### src/rtl/pdm_tx.sv
// pdm_tx -- first-order sigma-delta PCM-to-PDM modulator.
//
// One signed 16-bit PCM sample is accepted per frame and turned into
// FRAME_LEN PDM bits, followed by a single-cycle end-of-frame strobe for
// a downstream decimation filter. The accumulator is kept across frames
// (only reset clears it), so quantisation error carries into the next
// sample and the noise shaping stays continuous.
//
// Ports:
//   clk        clock, rising edge
//   rst        asynchronous, active-high reset
//   din        signed two's-complement PCM sample
//   din_valid  upstream sample available
//   din_ready  block can accept a sample (only in IDLE)
//   en         bit-rate enable; 0 pauses modulation
//   bit_out    PDM bit (0 whenever bit_valid is 0)
//   bit_valid  bit_out is a valid stream bit this cycle
//   filter     one-cycle end-of-frame strobe
//   busy       high whenever the FSM is not IDLE
//
// Handshake: a sample transfers on a rising edge where din_valid and
// din_ready are both high. din_ready depends only on registered state,
// never on din_valid, and din_valid seen outside IDLE is ignored.
//
// FSM: IDLE -> MOD on accept; MOD -> STROBE after the last bit of the
// frame; STROBE -> IDLE unconditionally one cycle later.

module pdm_tx #(
  parameter int FRAME_LEN = 512
) (
  input  logic        clk,
  input  logic        rst,
  input  logic [15:0] din,
  input  logic        din_valid,
  output logic        din_ready,
  input  logic        en,
  output logic        bit_out,
  output logic        bit_valid,
  output logic        filter,
  output logic        busy
);

  localparam int CNT_W = (FRAME_LEN > 1) ? $clog2(FRAME_LEN) : 1;
  localparam logic [CNT_W-1:0] LAST_BIT = CNT_W'(FRAME_LEN - 1);

  typedef enum logic [1:0] {
    IDLE   = 2'd0,
    MOD    = 2'd1,
    STROBE = 2'd2
  } state_t;

  state_t            state_q;
  state_t            state_d;
  logic [15:0]       acc_q;
  logic [15:0]       sample_q;
  logic [CNT_W-1:0]  bit_cnt_q;
  logic [16:0]       sum;

  // The carry out of acc + sample is the PDM bit: it fires once for every
  // 2^16 of accumulated sample value, giving ones density u/65536.
  assign sum = {1'b0, acc_q} + {1'b0, sample_q};

  always_comb begin
    state_d   = state_q;
    din_ready = 1'b0;
    bit_valid = 1'b0;
    bit_out   = 1'b0;
    filter    = 1'b0;
    busy      = 1'b1;
    case (state_q)
      IDLE: begin
        din_ready = 1'b1;
        busy      = 1'b0;
        if (din_valid) state_d = MOD;
      end
      MOD: begin
        bit_valid = en;
        bit_out   = en & sum[16];
        if (en && (bit_cnt_q == LAST_BIT)) state_d = STROBE;
      end
      STROBE: begin
        filter  = 1'b1;
        state_d = IDLE;
      end
      default: begin
        state_d = IDLE;
      end
    endcase
  end

  always_ff @(posedge clk or posedge rst) begin
    if (rst) begin
      state_q   <= IDLE;
      acc_q     <= 16'd0;
      sample_q  <= 16'd0;
      bit_cnt_q <= '0;
    end else begin
      state_q <= state_d;
      if ((state_q == IDLE) && din_valid) begin
        // Adding 32768 to a 16-bit two's-complement value is the same as
        // inverting its sign bit; this maps -32768..32767 onto 0..65535.
        sample_q  <= {~din[15], din[14:0]};
        bit_cnt_q <= '0;
      end
      if ((state_q == MOD) && en) begin
        acc_q     <= sum[15:0];
        bit_cnt_q <= bit_cnt_q + 1'b1;
      end
    end
  end

endmodule

### config.mk
export PLATFORM = sky130hd
export DESIGN_NAME = pdm_tx
export DESIGN_NICKNAME = d
export VERILOG_FILES = /design/src/rtl/pdm_tx.sv
export SDC_FILE = /design/constraint.sdc
export NUM_CORES = 1
export LEC_CHECK = 0
export CORE_MARGIN = 1.5
export CORE_UTILIZATION = 60
export DETAILED_ROUTE_END_ITERATION = 8
export PLACE_DENSITY = 0.82
export SETUP_SLACK_MARGIN = 0.4
export SYNTH_ARGS = -nofsm -noshare
export SYNTH_HDL_FRONTEND = slang
export SYNTH_SLANG_ARGS = --single-unit
### constraint.sdc
create_clock -name clk -period 5.75 [get_ports clk]
set_input_delay 0.8625 -clock clk [delete_from_list [all_inputs] [get_ports clk]]
set_output_delay 0.8625 -clock clk [all_outputs]
set_load 0.01 [all_outputs]
==> impl_metrics.ini, run 1 <==
[critical_path]
cp_top_family = compound AO/OA/AOI/OAI gates
critPathKind = flip-flop to output port
cp.required_ns = 4.89
crit_chain = ha_1, fa_1, a21oi_1, o21ai_0, nand4_1, a211o_1, a21oi_1, clkdlybuf4s50_1
end_kind = output port
critPathMaxStageDelay_ns = 0.55
path_max_fanout = 3
arrival_ns = 2.74
start_kind = flip-flop
cp_common_cell = a21oi_1
cp_slowest_cell = clkdlybuf4s50_1
critical_path_buf_inv_count = 1

[detailed_routing]
num_vias = 2177
ant_nets = 0
drc = 0
wl_met1_um = 2360
viasPerCell = 5.84
drtPass1Iterations = 5
highest_layer = met4
dr.first_iter.drc_count = 101
dr_wl_met2_um = 2380
wl_um = 5010
wl_met3_um = 207
routedWlPerCell_um = 13.4

[clock_tree]
cts_resized = 0
clock_sinks = 43
cts_root_buf = clkbuf_8
cts_tree = built
htreeDepth = 2
clk_pin_slew_ns = 0.08
clk_latency_ns = 0.30
clockBufferDepth = 2
ctsHoldBuffers = 0
cts_setup_buffers = 0
cts-buffers-inserted = 5

[synth]
synth_flop_cell = dfrtp_1
syn_area_um2 = 2560
synthesis.nets = 339
ys_seq_elements = 43
syn_area_per_cell_um2 = 8.53
synth-edff-count = 0
yosysWarningCount = 0
synth.most_common_cell = nand2_1
ys_top_cells_by_area = dfrtp_1, nand2_1, ha_1
seq_area_frac_synth = 0.421
syn-instance-count = 300
ys_top_cells_by_count = nand2_1, dfrtp_1, o21ai_0
ys_types = 47
synth_top_area_share = 0.421
async_reset_ff_frac = 1.00
yosysTopAreaCell = dfrtp_1

[finish]
drive_gt1_frac = 0.0433
nets = 362
syn2layout_area_growth_pct = 13.2
n_antenna_cell = 0
final_util = 0.714
fill_cells = 333

[sta]
relSlewSlack = 0.528
setup_violations = 0
worst_hold_slack_ns = 0.472
clock_skew_ns = 0.00430
max_freq_mhz = 277
hold_viol_final = 0
rsz0062_at_grt = false
period_share = 0.627
drv_slew = 0
fin_tns_setup_ns = 0
worst_pin_slew_ns = 0.708
fin_crit_ns = 3.61

[global_routing]
grt.overflow.total = 0
grt_pass1_wl_um = 8410
antenna_found_initial = 0
grt_max_degree = 44
grt_pass1_vias = 1956
track_usage = 0.241

[placed_design]
hpwlAfterDp_um = 3510
port-buffer-count = 24
place_congestion = 0.872

[power]
p_leak_nw = 1.38
intPower_w = 0.000653
p_sw_w = 0.000410
p_per_area_nw_per_um2 = 367
power_w = 0.00106
comb_power_share = 0.411
switching_share = 0.386
peakVddDrop_mv = 0.203
p_clk_frac = 0.184
power.share.sequential = 0.405

[floorplan]
die-width_um = 68.3
coreArea_um2 = 4060
start_util = 0.631
io_pins = 25
dieArea_um2 = 4670
die_h_um = 68.3
rows = 23

[flow_run]
maxCapViolations = 0

[min_path]
hp-class = flip-flop to flip-flop

[status]
outcome = complete, no violations
sequential cells by signal (all words and copies together) (netlist names):
signal     count
bit_cnt_q      9
sample_q      16
acc_q         16
state_q        2
cells in the final DEF (no fill, tap or decap), types with 2 or more instances in the layout:
cell             instances
dfrtp_1                 43
nand3_1                 10
o31ai_1                  3
nand2_1                 85
a211oi_1                 2
clkbuf_8                 6
mux2i_1                  2
clkdlybuf4s50_1         24
o211ai_1                 2
a21o_1                   4
a31oi_1                  4
inv_1                    7
nor2_1                  17
xor2_1                   7
and3_1                   4
a22o_1                   2
a21oi_1                 18
nand4_1                  6
buf_4                    2
ha_1                    18
and2_1                   2
nor3_1                   2
o21ai_0                 27
xnor2_1                  3
o21bai_1                 2
power groups by stage:
stage          Clock [W]  Combinational (W)  Sequential [W]
2_1_floorplan          0           0.000358        0.000423
3_3_place_gp           0           0.000425        0.000432
3_5_place_dp           0           0.000433        0.000436
4_1_cts         0.000199           0.000435        0.000430
5_1_grt         0.000213           0.000495        0.000441
6_report        0.000196           0.000436        0.000431
routing by layer:
layer  track usage  up-vias
met5             0        -
met4        0.0600        0
met3        0.0543        6
met2         0.420       46
met1         0.303     1034
li1              -     1091
per-stage QoR:
stage / setup WS, ns / cell area (um2) / instances
6_report: 2.14 / 2900 / 373
4_1_cts: 2.18 / 2900 / 373
3_5_place_dp: 2.20 / 2810 / 366
3_3_place_gp: 2.26 / 2810 / 366
2_1_floorplan: 3.17 / 2560 / 300
5_1_grt: 1.97 / 2900 / 373
logic make-up after synthesis:
logic type | count (synthesis) | share of synthesized area
AOI/OAI and AO/OA | 74 | 0.178
xor gates and xnor gates | 10 | 0.0342
adders and majority gates | 19 | 0.0958
buffers and inverters | 18 | 0.0386
DFF | 43 | 0.421
muxes | 2 | 0.00782
and+or+nand+nor | 134 | 0.225
path summary, 6_finish.rpt:
check	depth (start not counted)	slack, ns	to	start
max in group asynchronous	3	4.40	acc_q[8]	rst
min in group asynchronous	3	0.99	bit_cnt_q[1]	rst
max reg2reg	7	3.60	acc_q[12]	acc_q[0]
min	1	0.47	state_q[0]	state_q[1]
min reg2reg	1	0.47	state_q[0]	state_q[1]
max	8	2.14	bit_out	sample_q[0]
worst register-to-register path, delay by kind of cell, from the launching register on:
family                   cells  cell delay, ns
AO/OA/AOI/OAI                2            0.47
flip-flops                   1            0.39
adder cells (fa/ha/maj)      2            0.65
multiplexers                 1            0.23
AND/OR/NAND/NOR              2            0.31
area by class of cell:
| class | instances | area, um2 | area share |
|---|---|---|---|
| clock inverters | 1 | 5.00 | 0.00173 |
| inverters | 8 | 30.0 | 0.0104 |
| flip-flops and latches | 43 | 1080 | 0.372 |
| repair buffers | 26 | 255 | 0.0882 |
| clock buffers | 6 | 82.6 | 0.0285 |
| multi-input cells | 239 | 1380 | 0.478 |
| well taps | 50 | 62.6 | 0.0216 |
(Power assumes the default switching activity.)
==> run 2, diff against run 1 <==
--- a/config.mk
+++ b/config.mk
@@ -6,9 +6,9 @@
 export NUM_CORES = 1
 export LEC_CHECK = 0
 export CORE_MARGIN = 1.5
-export CORE_UTILIZATION = 60
+export CORE_UTILIZATION = 57
 export DETAILED_ROUTE_END_ITERATION = 8
-export PLACE_DENSITY = 0.82
+export PLACE_DENSITY = 0.79
 export SETUP_SLACK_MARGIN = 0.4
 export SYNTH_ARGS = -nofsm -noshare
 export SYNTH_HDL_FRONTEND = slang
==> constraint.sdc (replaced) <==
create_clock -name clk -period 3.6 [get_ports clk]
set_input_delay 0.54 -clock clk [delete_from_list [all_inputs] [get_ports clk]]
set_output_delay 0.54 -clock clk [all_outputs]
set_load 0.01 [all_outputs]
==> run 2 against run 1 <==
Clock-buffer cell count stayed put. Critical path depth is 1 lower. Final area is 2.6% higher. Worst hold slack worse by 0.0019 ns. Combinational power is 64% higher. Die area is 5.0% higher. Clock power is 98% higher.
==> impl_metrics.ini, run 2 (synthesis results as in run 1) <==
[sta]
drv_slew = 0
fin_tns_setup_ns = 0
relSlewSlack = 0.536
clock_skew_ns = 0.00716
worst_pin_slew_ns = 0.694
finalWorstSetupSlack_ns = 0.551
max_freq_mhz = 328
setup_violations = 0
fin_crit_ns = 3.05
period_share = 0.847
hold_viol_final = 0
rsz0062_at_grt = false

[detailed_routing]
routedWlPerCell_um = 13.1
wl_um = 4970
viasPerCell = 5.66
num_vias = 2144
ant_nets = 0
drc = 0
dr.first_iter.drc_count = 161
drtPass1Iterations = 4

[global_routing]
antenna_found_initial = 0
grt.overflow.total = 0
gr-usage-met3 = 0.0476
grt_use_met2 = 0.361
grt_pass1_vias = 2026
grt_max_degree = 44
use_met1 = 0.306
grt_pass1_wl_um = 8870
track_usage = 0.225
busiest_layer = met2

[critical_path]
path_max_fanout = 8
critPathMaxStageDelay_ns = 0.54
start_kind = flip-flop
critPathKind = flip-flop to output port
cp.required_ns = 3.06
arrival_ns = 2.51
crit_chain = ha_1, nand2_2, nor2_1, nand4_1, a211o_1, a21oi_1, clkdlybuf4s50_1
end_kind = output port
cp_slowest_cell = clkdlybuf4s50_1

[placed_design]
dpl_cell_area_um2 = 2830
pre_cts_ws_ns = 0.750
port-buffer-count = 24
hpwlAfterDp_um = 3530
place_congestion = 0.873

[finish]
fill_cells = 371
regArea_um2 = 1080
drive_gt1_frac = 0.0734
nets = 365
multiInputGateArea_um2 = 1400
final_util = 0.687
fin_area_um2 = 2970
n_antenna_cell = 0
syn2layout_area_growth_pct = 16.1
layout_common_cells = nand2_1, dfrtp_1, o21ai_0, clkdlybuf4s50_1, nor2_1
top_regs = acc_q: 16 flops, sample_q: 16 flops, bit_cnt_q: 9 flops
final_common_cell = nand2_1

[clock_tree]
cts-buffers-inserted = 5
cts_tree = built
clockBufferDepth = 2
clk_pin_slew_ns = 0.08
clk_latency_ns = 0.30
clock_sinks = 43
cts_root_buf = clkbuf_8
htreeDepth = 2

[floorplan]
rows = 24
dieArea_um2 = 4900
coreArea_um2 = 4320
io_pins = 25
die_h_um = 70
start_util = 0.592
die-width_um = 70

[power]
p_leak_nw = 1.41
p_per_area_nw_per_um2 = 601
peakVddDrop_mv = 0.341

[min_path]
hp-class = flip-flop to flip-flop

[status]
outcome = complete, no violations

[flow_run]
maxCapViolations = 0
==> run 2: power by group <==
group | switching [W] | internal, W
combinational | 0.000417 | 0.000297
clock | 0.000164 | 0.000224
sequential | 0.0000804 | 0.000604
total | 0.000661 | 0.00113
==> run 2: worst max-delay path: cells and delay by family (launching register included) <==
family / cells / cell delay (ns)
buffers and inverters: 1 / 0.54
AO/OA/AOI/OAI: 2 / 0.44
AND/OR/NAND/NOR: 3 / 0.42
adder cells (fa/ha/maj): 1 / 0.41
flip-flops: 1 / 0.39
==> run 2: repair_timing <==
action                     in CTS  in global routing
setup endpoints to repair       0                  1
gates resized for setup         0                  8
hold buffers                    0                  0
setup buffers                   0                  0
==> run 2: cell type report <==
cell class	count	share of cell area
Timing Repair Buffer	29	0.0935
Multi-Input combinational cell	239	0.473
Inverter	8	0.0101
Clock inverter	2	0.0118
Tap cell	52	0.0219
Sequential cell	43	0.362
Clock buffer	6	0.0278
==> run 2: stage by stage <==
| stage | hold WS (ns) | power (W) | cells |
|---|---|---|---|
| finish | 0.470 | 0.00179 | 379 |
| global route | 0.483 | 0.00194 | 379 |
| CTS | 0.472 | 0.00178 | 379 |
| detailed placement | 0.459 | 0.00139 | 371 |
| global placement | 0.446 | 0.00137 | 371 |
| floorplan | 0.431 | 0.00125 | 300 |
==> run 2: layer usage <==
metal	routed length, um	up-vias
li1	-	1104
met1	2410	1000
met2	2360	34
met3	145	6
met4	61	0
met5	0	-
==> run 2: worst paths after layout <==
| kind | slack, ns | cells past startpoint | endpoint | from |
|---|---|---|---|---|
| worst max-delay path | 0.55 | 7 | bit_out | sample_q[7] |
| worst max register to register | 1.65 | 6 | acc_q[12] | acc_q[4] |
| min in group asynchronous | 0.66 | 3 | bit_cnt_q[3] | rst |
| max in group asynchronous | 2.57 | 3 | acc_q[5] | rst |
| worst min register to register | 0.47 | 1 | state_q[0] | state_q[1] |
| worst min-delay path | 0.47 | 1 | state_q[0] | state_q[1] |
==> run 3, diff against run 2 <==
--- a/config.mk
+++ b/config.mk
@@ -6,9 +6,9 @@
 export NUM_CORES = 1
 export LEC_CHECK = 0
 export CORE_MARGIN = 1.5
-export CORE_UTILIZATION = 57
+export CORE_UTILIZATION = 51
 export DETAILED_ROUTE_END_ITERATION = 8
-export PLACE_DENSITY = 0.79
+export PLACE_DENSITY = 0.74
 export SETUP_SLACK_MARGIN = 0.4
 export SYNTH_ARGS = -nofsm -noshare
 export SYNTH_HDL_FRONTEND = slang
==> constraint.sdc (replaced) <==
create_clock -name clk -period 2.6 [get_ports clk]
set_input_delay 0.39 -clock clk [delete_from_list [all_inputs] [get_ports clk]]
set_output_delay 0.39 -clock clk [all_outputs]
set_load 0.01 [all_outputs]
==> run 3 against run 2 <==
Sequential power rose by 42%. Total power rose by 47%. Via count rose by 9.4%. Final cell count rose by 11%. Global-route usage rose by 1.1 points. Clock power rose by 9.5%. Non-clock buffer count rose by 26. Register-to-register slack got worse by 1.5 ns. Wire length rose by 20%. Final area rose by 9.8%. Sequential cell count did not move. Critical path depth rose by 8. Largest power group unchanged.
==> impl_metrics.ini, run 3 (synthesis results as in run 1) <==
[power]
switching_share = 0.394
p_per_area_nw_per_um2 = 804
p_clk_frac = 0.162
comb_power_share = 0.467
peakVddDrop_mv = 0.438
intPower_w = 0.00159
power.share.sequential = 0.371
power_w = 0.00262
p_sw_w = 0.00103
p_leak_nw = 1.53

[placed_design]
port-buffer-count = 24
hpwlAfterDp_um = 4010
place_congestion = 0.909
dpl_cell_area_um2 = 2940

[sta]
hold_viol_final = 0
period_share = 0.938
fin_crit_ns = 2.44
worst_pin_slew_ns = 0.712
setup_violations = 0
drv_slew = 0
rsz0062_at_grt = true
relSlewSlack = 0.524
max_freq_mhz = 410
fin_tns_setup_ns = 0
clock_skew_ns = 0.0119

[global_routing]
grt_pass1_vias = 2208
grt_max_degree = 22
busiest_layer = met2
antenna_found_initial = 0
gr-usage-met3 = 0.0480
use_met1 = 0.310
grt_use_met2 = 0.389
track_usage = 0.236
grt_pass1_wl_um = 9920
grt.overflow.total = 0

[detailed_routing]
viasPerCell = 5.59
drc = 0
dr.first_iter.drc_count = 141
drtPass1Iterations = 4
wl_um = 5960
routedWlPerCell_um = 14.2
ant_nets = 0
num_vias = 2346

[clock_tree]
htreeDepth = 2
clock_sinks = 43
cts_root_buf = clkbuf_8
cts-buffers-inserted = 5
ctsHoldBuffers = 0
clk_pin_slew_ns = 0.09
clk_latency_ns = 0.30
cts_tree = built
clockBufferDepth = 2

[critical_path]
critPathKind = flip-flop to flip-flop
path_max_fanout = 2
cp.required_ns = 2.79
cp_common_cell = buf_6
cp_slowest_cell = dfrtp_1
start_kind = flip-flop
arrival_ns = 2.63
crit_chain = ha_2, fa_2, a21oi_4, o21ai_2, nand4_1, buf_4, buf_4, buf_6, buf_6, buf_6, buf_6, buf_6, buf_6, mux2i_1, nand3_1
end_kind = flip-flop
critPathMaxStageDelay_ns = 0.40

[floorplan]
die-width_um = 73.8
io_pins = 25
die_h_um = 73.8
rows = 25
start_util = 0.535
coreArea_um2 = 4790
dieArea_um2 = 5450

[finish]
top_regs = acc_q: 16 flops, sample_q: 16 flops, bit_cnt_q: 9 flops
final_common_cell = nand2_1
n_antenna_cell = 0
fill_cells = 396
nets = 391
layout_common_cells = nand2_1, dfrtp_1, o21ai_0, buf_4, clkdlybuf4s50_1
fin_area_um2 = 3260
drive_gt1_frac = 0.161
syn2layout_area_growth_pct = 27.5

[flow_run]
maxCapViolations = 0

[status]
outcome = complete, no violations

[min_path]
hp-class = primary input to async pin
==> run 3: final cells by class <==
cell class              count  area, um2  share of cell area
inverters                   8       30.0             0.00921
repair buffers             55        490               0.150
well taps                  67       83.8              0.0257
clock inverters             3       20.0             0.00614
flip-flops and latches     43       1080               0.330
clock buffers               5       68.8              0.0211
multi-input cells         239       1490               0.458
==> run 3: stage by stage <==
| step | setup slack, ns | cells | hold slack (ns) | utilization |
|---|---|---|---|---|
| 6_report | 0.161 | 420 | 0.310 | 0.682 |
| 5_1_grt | 0.0643 | 420 | 0.348 | 0.682 |
| 4_1_cts | 0.218 | 415 | 0.317 | 0.668 |
| 3_5_place_dp | -0.109 | 398 | 0.465 | 0.615 |
| 3_3_place_gp | -0.0408 | 398 | 0.454 | 0.615 |
| 2_1_floorplan | 0.490 | 300 | 0.431 | - |
==> run 3: layer usage <==
metal	up-vias	routed length, um
li1	1153	-
met3	17	296
met5	-	0
met2	75	2860
met1	1101	2680
met4	0	121
==> run 3: worst paths after layout <==
check | from | endpoint | slack, ns | cells after the start
setup / recovery | acc_q[0] | acc_q[12] | 0.16 | 15
hold / removal | rst | bit_cnt_q[4] | 0.31 | 2
setup reg to reg | acc_q[0] | acc_q[12] | 0.16 | 15
hold reg to reg | state_q[1] | state_q[0] | 0.48 | 1
max in group asynchronous | rst | acc_q[5] | 1.74 | 3
min in group clk | state_q[1] | state_q[0] | 0.48 | 1
==> run 3: power by group through the flow <==
stage / logic [W] / registers [W] / clock network [W]
2_1_floorplan: 0.000792 / 0.000935 / 0
3_3_place_gp: 0.00103 / 0.000952 / 0
3_5_place_dp: 0.00105 / 0.000961 / 0
4_1_cts: 0.00115 / 0.000966 / 0.000433
5_1_grt: 0.00137 / 0.000999 / 0.000463
6_report: 0.00122 / 0.000973 / 0.000426
==> run 3: what timing repair did <==
item / CTS / global route
pin swaps: 7 / 6
resized for setup: 24 / 4
endpoints found under the setup margin: 1 / 3
setup buffers: 9 / 5
==> run 3: critical path, delay by kind of cell (launching register included) <==
family,cells,cell delay [ns]
buffers and inverters,8,0.72
adders and majority gates,2,0.57
DFF,1,0.40
AOI/OAI and AO/OA,2,0.26
and+or+nand+nor,2,0.22
muxes,1,0.17
